<file path="src/rtl/bcd_pkg.sv">
// rtl/bcd_pkg.sv - shared constants, state type and width helper for the BCD-to-binary converter
package bcd_pkg;

    localparam int         NIBBLE_W      = 4;
    localparam logic [3:0] BCD_MAX_DIGIT = 4'd9;

    typedef enum logic [1:0] {
        IDLE  = 2'd0,
        SHIFT = 2'd1,
        DONE  = 2'd2
    } state_e;

    // Smallest binary width able to hold 10^digits - 1.
    function automatic int min_bin_w(input int digits);
        longint p;
        int     w;
        p = 1;
        for (int i = 0; i < digits; i++) begin
            p = p * 10;
        end
        w = 0;
        while ((longint'(1) << w) < p) begin
            w = w + 1;
        end
        return w;
    endfunction

endpackage

</file>
<file path="src/rtl/bcd_nibble_adj.sv">
// rtl/bcd_nibble_adj.sv - reverse double-dabble digit correction: subtract 3 from a nibble >= 8
module bcd_nibble_adj (
    input  logic [3:0] i_nib,
    output logic [3:0] o_nib
);

    assign o_nib = i_nib[3] ? (i_nib - 4'd3) : i_nib;

endmodule

</file>
<file path="src/rtl/bcd_to_bin.sv">
// rtl/bcd_to_bin.sv - sequential BCD-to-binary converter; optional input range check under BCD_ERR_CHECK_EN
module bcd_to_bin
    import bcd_pkg::*;
#(
    parameter int DIGITS = 2,
    parameter int BIN_W  = 8
) (
    input  logic                       clk,
    input  logic                       rst,
    input  logic                       start,
    input  logic [NIBBLE_W*DIGITS-1:0] bcd_in,
    output logic                       busy,
    output logic                       done,
`ifdef BCD_ERR_CHECK_EN
    output logic                       err,
`endif
    output logic [BIN_W-1:0]           bin_out
);

    localparam int BCD_W = NIBBLE_W * DIGITS;
    localparam int CNT_W = $clog2(BIN_W + 1);
    localparam logic [CNT_W-1:0] LAST_CNT = CNT_W'(BIN_W - 1);

    if (BIN_W < min_bin_w(DIGITS)) begin : g_bin_w_check
        $error("bcd_to_bin: BIN_W too small for DIGITS");
    end

    state_e           r_state;
    logic [BCD_W-1:0] r_bcd;
    logic [BIN_W-1:0] r_bin;
    logic [CNT_W-1:0] r_cnt;
    logic             r_busy;
    logic             r_done;
    logic [BIN_W-1:0] r_bin_out;

    logic [BCD_W-1:0] w_bcd_sh;
    logic [BCD_W-1:0] w_bcd_adj;
    logic [BIN_W-1:0] w_bin_sh;

    // One iteration: shift {bcd, bin} right, then correct every shifted digit.
    assign w_bcd_sh = {1'b0, r_bcd[BCD_W-1:1]};
    assign w_bin_sh = {r_bcd[0], r_bin[BIN_W-1:1]};

    for (genvar i = 0; i < DIGITS; i++) begin : g_adj
        bcd_nibble_adj u_adj (
            .i_nib (w_bcd_sh[NIBBLE_W*i +: NIBBLE_W]),
            .o_nib (w_bcd_adj[NIBBLE_W*i +: NIBBLE_W])
        );
    end

`ifdef BCD_ERR_CHECK_EN
    logic [DIGITS-1:0] w_bad_nib;
    logic              w_bad;
    logic              r_bad;
    logic              r_err;

    for (genvar i = 0; i < DIGITS; i++) begin : g_rng
        assign w_bad_nib[i] = (bcd_in[NIBBLE_W*i +: NIBBLE_W] > BCD_MAX_DIGIT);
    end
    assign w_bad = |w_bad_nib;
    assign err   = r_err;
`endif

    always_ff @(posedge clk) begin
        if (rst) begin
            r_state   <= IDLE;
            r_bcd     <= '0;
            r_bin     <= '0;
            r_cnt     <= '0;
            r_busy    <= 1'b0;
            r_done    <= 1'b0;
            r_bin_out <= '0;
`ifdef BCD_ERR_CHECK_EN
            r_bad     <= 1'b0;
            r_err     <= 1'b0;
`endif
        end else begin
            r_done <= 1'b0;
            case (r_state)
                IDLE: begin
                    if (start) begin
                        r_bcd  <= bcd_in;
                        r_bin  <= '0;
                        r_cnt  <= '0;
                        r_busy <= 1'b1;
`ifdef BCD_ERR_CHECK_EN
                        r_bad   <= w_bad;
                        r_state <= w_bad ? DONE : SHIFT;
`else
                        r_state <= SHIFT;
`endif
                    end
                end
                SHIFT: begin
                    r_bcd <= w_bcd_adj;
                    r_bin <= w_bin_sh;
                    r_cnt <= r_cnt + CNT_W'(1);
                    if (r_cnt == LAST_CNT) begin
                        r_state <= DONE;
                    end
                end
                DONE: begin
                    r_bin_out <= r_bin;
                    r_done    <= 1'b1;
                    r_busy    <= 1'b0;
                    r_state   <= IDLE;
`ifdef BCD_ERR_CHECK_EN
                    r_err     <= r_bad;
`endif
                end
                default: r_state <= IDLE;
            endcase
        end
    end

    assign busy    = r_busy;
    assign done    = r_done;
    assign bin_out = r_bin_out;

endmodule
</file>
<file path="config.mk">
export PLATFORM = sky130hd
export DESIGN_NAME = bcd_to_bin
export DESIGN_NICKNAME = d
export VERILOG_FILES = /design/src/rtl/bcd_pkg.sv /design/src/rtl/bcd_nibble_adj.sv /design/src/rtl/bcd_to_bin.sv
export SDC_FILE = /design/constraint.sdc
export NUM_CORES = 1
export LEC_CHECK = 0
export BUFFER_PORTS_ARGS = -buffer_cell sky130_fd_sc_hd__buf_2
export CAP_MARGIN = 20
export CORE_MARGIN = 4
export CORE_UTILIZATION = 30
export CTS_BUF_LIST = sky130_fd_sc_hd__clkbuf_4
export DETAILED_ROUTE_END_ITERATION = 8
export PLACE_DENSITY_LB_ADDON = 0.3
export SKIP_CTS_REPAIR_TIMING = 1
export SLEW_MARGIN = 10
export SYNTH_ARGS = -nofsm -noshare
export SYNTH_HDL_FRONTEND = slang
export SYNTH_SLANG_ARGS = --single-unit
</file>
<file path="constraint.sdc">
create_clock -name clk -period 2 [get_ports clk]
set_input_delay 0.3 -clock clk [delete_from_list [all_inputs] [get_ports clk]]
set_output_delay 0.3 -clock clk [all_outputs]
set_load 0.05 [all_outputs]
</file>
* Word-level counts from Yosys, hierarchy flattened
Cells that the tools add are included.
** Storage, ports and cells
- Memories :: 0
- Register bits after elaboration :: 32
- Input port bits :: 11
- Word-level logic and storage cells :: 33
- Memory bits (writable) :: 0
- Bits in read-only memories :: 0
- Bits in latches :: 0
** Operators by class
- Multipliers :: 0
- Divide/modulo/power cells :: 0
- Add/sub/neg operators :: 2
- $lt $le $gt $ge :: 0
- Bitwise logic cells :: 0
- Reduce and logical (&&, ||, !) cells :: 6
- Shifts and indexed selects :: 0
- Equal/unequal tests :: 5
- Muxes and demuxes :: 13
** Operators with widths (count)
- 8-bit case mux with 2 select lines :: 2
- 8-bit two-way mux :: 2
- 4-bit two-way mux :: 2
- 4-bit case mux with 2 select lines :: 1
- 2-bit AND reduction :: 3
- 4-bit by 1-bit adder with 4-bit output, second input constant :: 1
- 4-bit by 3-bit equality test with 1-bit output, second input constant :: 1
- 2-bit two-way mux :: 2
- 2-bit != test, second input constant :: 2
- 2-bit case mux with 2 select lines :: 1
- 2-bit nonzero test :: 2
- 4-bit by 2-bit subtractor with 4-bit output, second input constant :: 1
- 2-bit by 1-bit equality test with 1-bit output, second input constant :: 1
- 2-bit equality test, second input constant :: 1
- 2-bit zero test :: 1
- 1-bit two-way mux :: 2
- 1-bit case mux with 2 select lines :: 1

* Longest topological paths before layout
- Word-level depth :: 3
- Gate-level depth with buffers :: 5

* Modules after synthesis
A second synthesis with hierarchy kept.
** Second synthesis, totals
- Cells, all modules :: 147
- Area, all modules :: 1381.3 um^2
** By module, submodules not included
- bcd_to_bin :: cells each 133, area an instance 1256.2 um^2, instances 1, seq. area each 640.6 um^2
- bcd_nibble_adj :: cells each 7, area an instance 62.6 um^2, instances 2, seq. area each 0.0 um^2

* Worst setup path before layout
Ideal clock, no wire load.
- Kind :: reg-to-reg
- From :: register r_state[0]
- To :: register r_bcd[2]
- Cell stages (with the launch flop) :: 6
- Arrival time :: 1092 ps
- Buffers on the path :: 2
- Clock period less this slack :: 1214 ps
- Setup slack :: 786 ps
- Setup time :: 122 ps
- Cells stage by stage :: dfxtp_1 -> buf_6 -> o21ba_4 -> nor2_1 -> buf_6 -> a221o_1
** Between the ends
- Longest elaborated chain between the ends :: 3
- Elaborated cells on any way between the ends :: 6
** RTL lines
- start: declaration :: RTL line bcd_to_bin.sv:28 : state_e r_state;
- start signal: assignment :: RTL line bcd_to_bin.sv:66 : r_state <= IDLE;
- start signal: assignment :: RTL line bcd_to_bin.sv:90 : r_state <= SHIFT;
- start signal: assignment :: RTL line bcd_to_bin.sv:99 : r_state <= DONE;
- 2-bit by 1-bit equality test with 1-bit output or 2-bit zero test (tied branches) :: RTL line bcd_to_bin.sv:79 : case (r_state)
- 2-bit nonzero test (no line) or 2-bit != test (tied branches)
- 2-bit AND reduction (no line)
- end signal: assignment :: RTL line bcd_to_bin.sv:82 : r_bcd <= bcd_in;
- end signal: assignment :: RTL line bcd_to_bin.sv:95 : r_bcd <= w_bcd_adj;
- end: declaration :: RTL line bcd_to_bin.sv:29 : logic [BCD_W-1:0] r_bcd;
Several ways; a longest one is shown, not always the timed one.
A chain may end at the register's enable or synchronous reset.

* Worst setup path after layout
- From :: register r_state[0]
- To :: register r_bcd[4]
Same word-level chain as after synthesis.

==> qor.txt <==
Deepest clock path buffer count = 2
P per Cell Area = 769 mW/mm^2
Crit-path max FO = 10
HPWL Detailed = 1.81 mm
Status = finished, final reports clean
Root buf cell = clkbuf_4
Req. time, crit path = 2200 ps
Largest cells by area after synthesis = dfxtp_1, nand2_1, a22o_1, a21oi_1, nor2_1
Tmin final = 1430 ps
Initial core utilization = 0.318
Max-cap viol count = 0
Element type at the critical path end = flip-flop
Met1 usage = 0.126
Initial antenna violation count = 0
Post-Syn Area per Cell = 9.63 sq um
First-pass DRT Iterations = 4
CTS Buf Count = 5
Main flop type after synthesis = dfxtp_1
GR peak layer = met2
# nets final = 170
Vias per Instance = 4.88
# DRC = 0
R2r worst-path depth = 4
Die Wd = 74.1 um
CTS sink count = 32
Fmax = 699 MHz
DIE AREA = 0.00549 sq mm
Max VDD drop = 0.000210 V
Power Total = 1.14 mW
Synth area leader = dfxtp_1
Fraction of registers with async set/reset = 0
Synth cell types = 38
Clock skew = 11.5 ps
First-pass GRT wire length = 4.48 mm
IO Pins = 21
Core area = 0.00412 sq mm
DR vias = 1,016
Syn Std Cell Area = 0.00131 sq mm
Syn Nets = 149
Count of final hold-check violations = 0
Die Span Y = 74.1 um
Total Wirelength = 2.55 mm
Inserted Diodes = 0
Least-Margin Pin Slew = 437 ps
Clock Latency Late Sink = 330 ps
# rows = 23
Hold wc startpoint = bcd_in[6]
Lkg Pwr = 0.602 nW
Post-route setup TNS = 0 ps
Register area share after synthesis = 0.489
Rel. slew slack = 0.708
GP Congestion = 0.759
Largest net degree at the start of global routing = 26
Warnings from Yosys = 0
Synth-to-layout area growth = 13.1%
RR Startpoint = r_state[0]$_SDFFE_PP0P_
#FFs+latches synth = 32
Critical path arrival = 1630 ps
Final hold slack = 215 ps
Share of cells above drive strength 1 = 0.234
Vias in the first global route = 1,004
GRT met2 Usage = 0.172
Hold Crit Depth = 3
Port bufs = 20
Tot GR Track Use = 0.109
Worst Setup SP = r_state[0]$_SDFFE_PP0P_
Post-synth top area share = 0.489
Period utilisation layout = 0.715
Critical path type = flip-flop to flip-flop
CTS H-tree depth = 2
Mapped Cells = 136
Initial DRC Count = 43
RSZ-0062 raised after global routing = false
Slew Limit Fails = 0
Routed Antenna Nets = 0
WL/cell = 12.2 um
Worst Hold Class = primary input to flip-flop
TritonCTS clock tree = built
Number of synthesized flops with an enable pin = 0
Number of fill cells = 415
Clock-pin slew on the worst setup and hold paths = 90 ps
# setup viols final = 0
Grt ovf = 0
Met3 Use GR = 0.0365
Setup crit start kind = flip-flop
==> cell usage in the layout, fill, tap and decap left out, types with 3 or more instances in the layout <==
cell      count
nor2_1       10
nand2_1      22
a21oi_1      11
a221o_1       3
nor3_1        3
clkbuf_4      6
a22o_1        9
buf_4         3
dfxtp_1      32
buf_2        20
a211oi_1      3
==> logic make-up (layout without fill, tap and decap cells) <==
logic type	count (synthesis)	after routing	share of synthesized area
AO/OA/AOI/OAI	34	34	0.197
XOR/XNOR	2	2	0.0134
adder cells (fa/ha/maj)	2	2	0.0191
buffers and inverters	11	33	0.0592
flip-flops	32	32	0.489
multiplexers	2	2	0.0172
AND/OR/NAND/NOR	53	53	0.205
==> layout make-up <==
cell class / instances / area [sq um] / area share
sequential: 32 / 641 / 0.432
multi-input combinational: 93 / 592 / 0.399
timing repair buffer: 23 / 123 / 0.0828
tap: 50 / 62.6 / 0.0422
clock buffer: 6 / 45.0 / 0.0304
clock inverter: 2 / 11.3 / 0.00760
inverter: 2 / 7.51 / 0.00507
==> final timing paths <==
kind                             endpoint  slack, ps
setup / recovery    r_bcd[4]$_SDFFE_PP0P_        570
hold / removal      r_bcd[6]$_SDFFE_PP0P_        220
setup reg to reg    r_bcd[4]$_SDFFE_PP0P_        570
hold reg to reg   bin_out[3]$_SDFFE_PP0P_        450
==> per-layer routing <==
metal | vias up | routed length [um] | part of all wire
li1 | 521 | - | -
met1 | 474 | 1160 | 0.46
met2 | 15 | 1230 | 0.48
met3 | 6 | 89 | 0.035
met4 | 0 | 68 | 0.027
met5 | - | 0 | 0
==> synth_stat cells, types with 3 or more instances <==
master    number
dfxtp_1       32
a221o_1        3
nand2_1       22
nor3_1         3
a21oi_1       11
nor2_1        10
clkbuf_1       4
a22o_1         9
a211oi_1       3
==> stage by stage <==
stage	area, sq um	instances	utilization	setup slack, ps
after CTS	1480	208	0.360	565
after floorplan	1310	136	-	786
after global placement	1430	200	0.346	591
after detailed placement	1430	200	0.346	561
after global routing	1480	208	0.360	415
final	1480	208	0.360	570
==> where the power goes <==
part / switching, mW / internal (mW)
registers: 0.0182 / 0.657
logic: 0.0551 / 0.0512
clock network: 0.211 / 0.147
==> critical path: stages (launching register included) <==
cell,delay [ps]
dfxtp_1,420
buf_4,210
or3b_2,460
a21oi_1,160
a211oi_1,70
==> flip-flops by register name, indices dropped and copies added (netlist names) <==
name,count
r_cnt,4
r_bcd,8
busy,1
done,1
r_state,2
bin_out,8
r_bin,8
No activity file was read; power rests on OpenSTA's default activity.
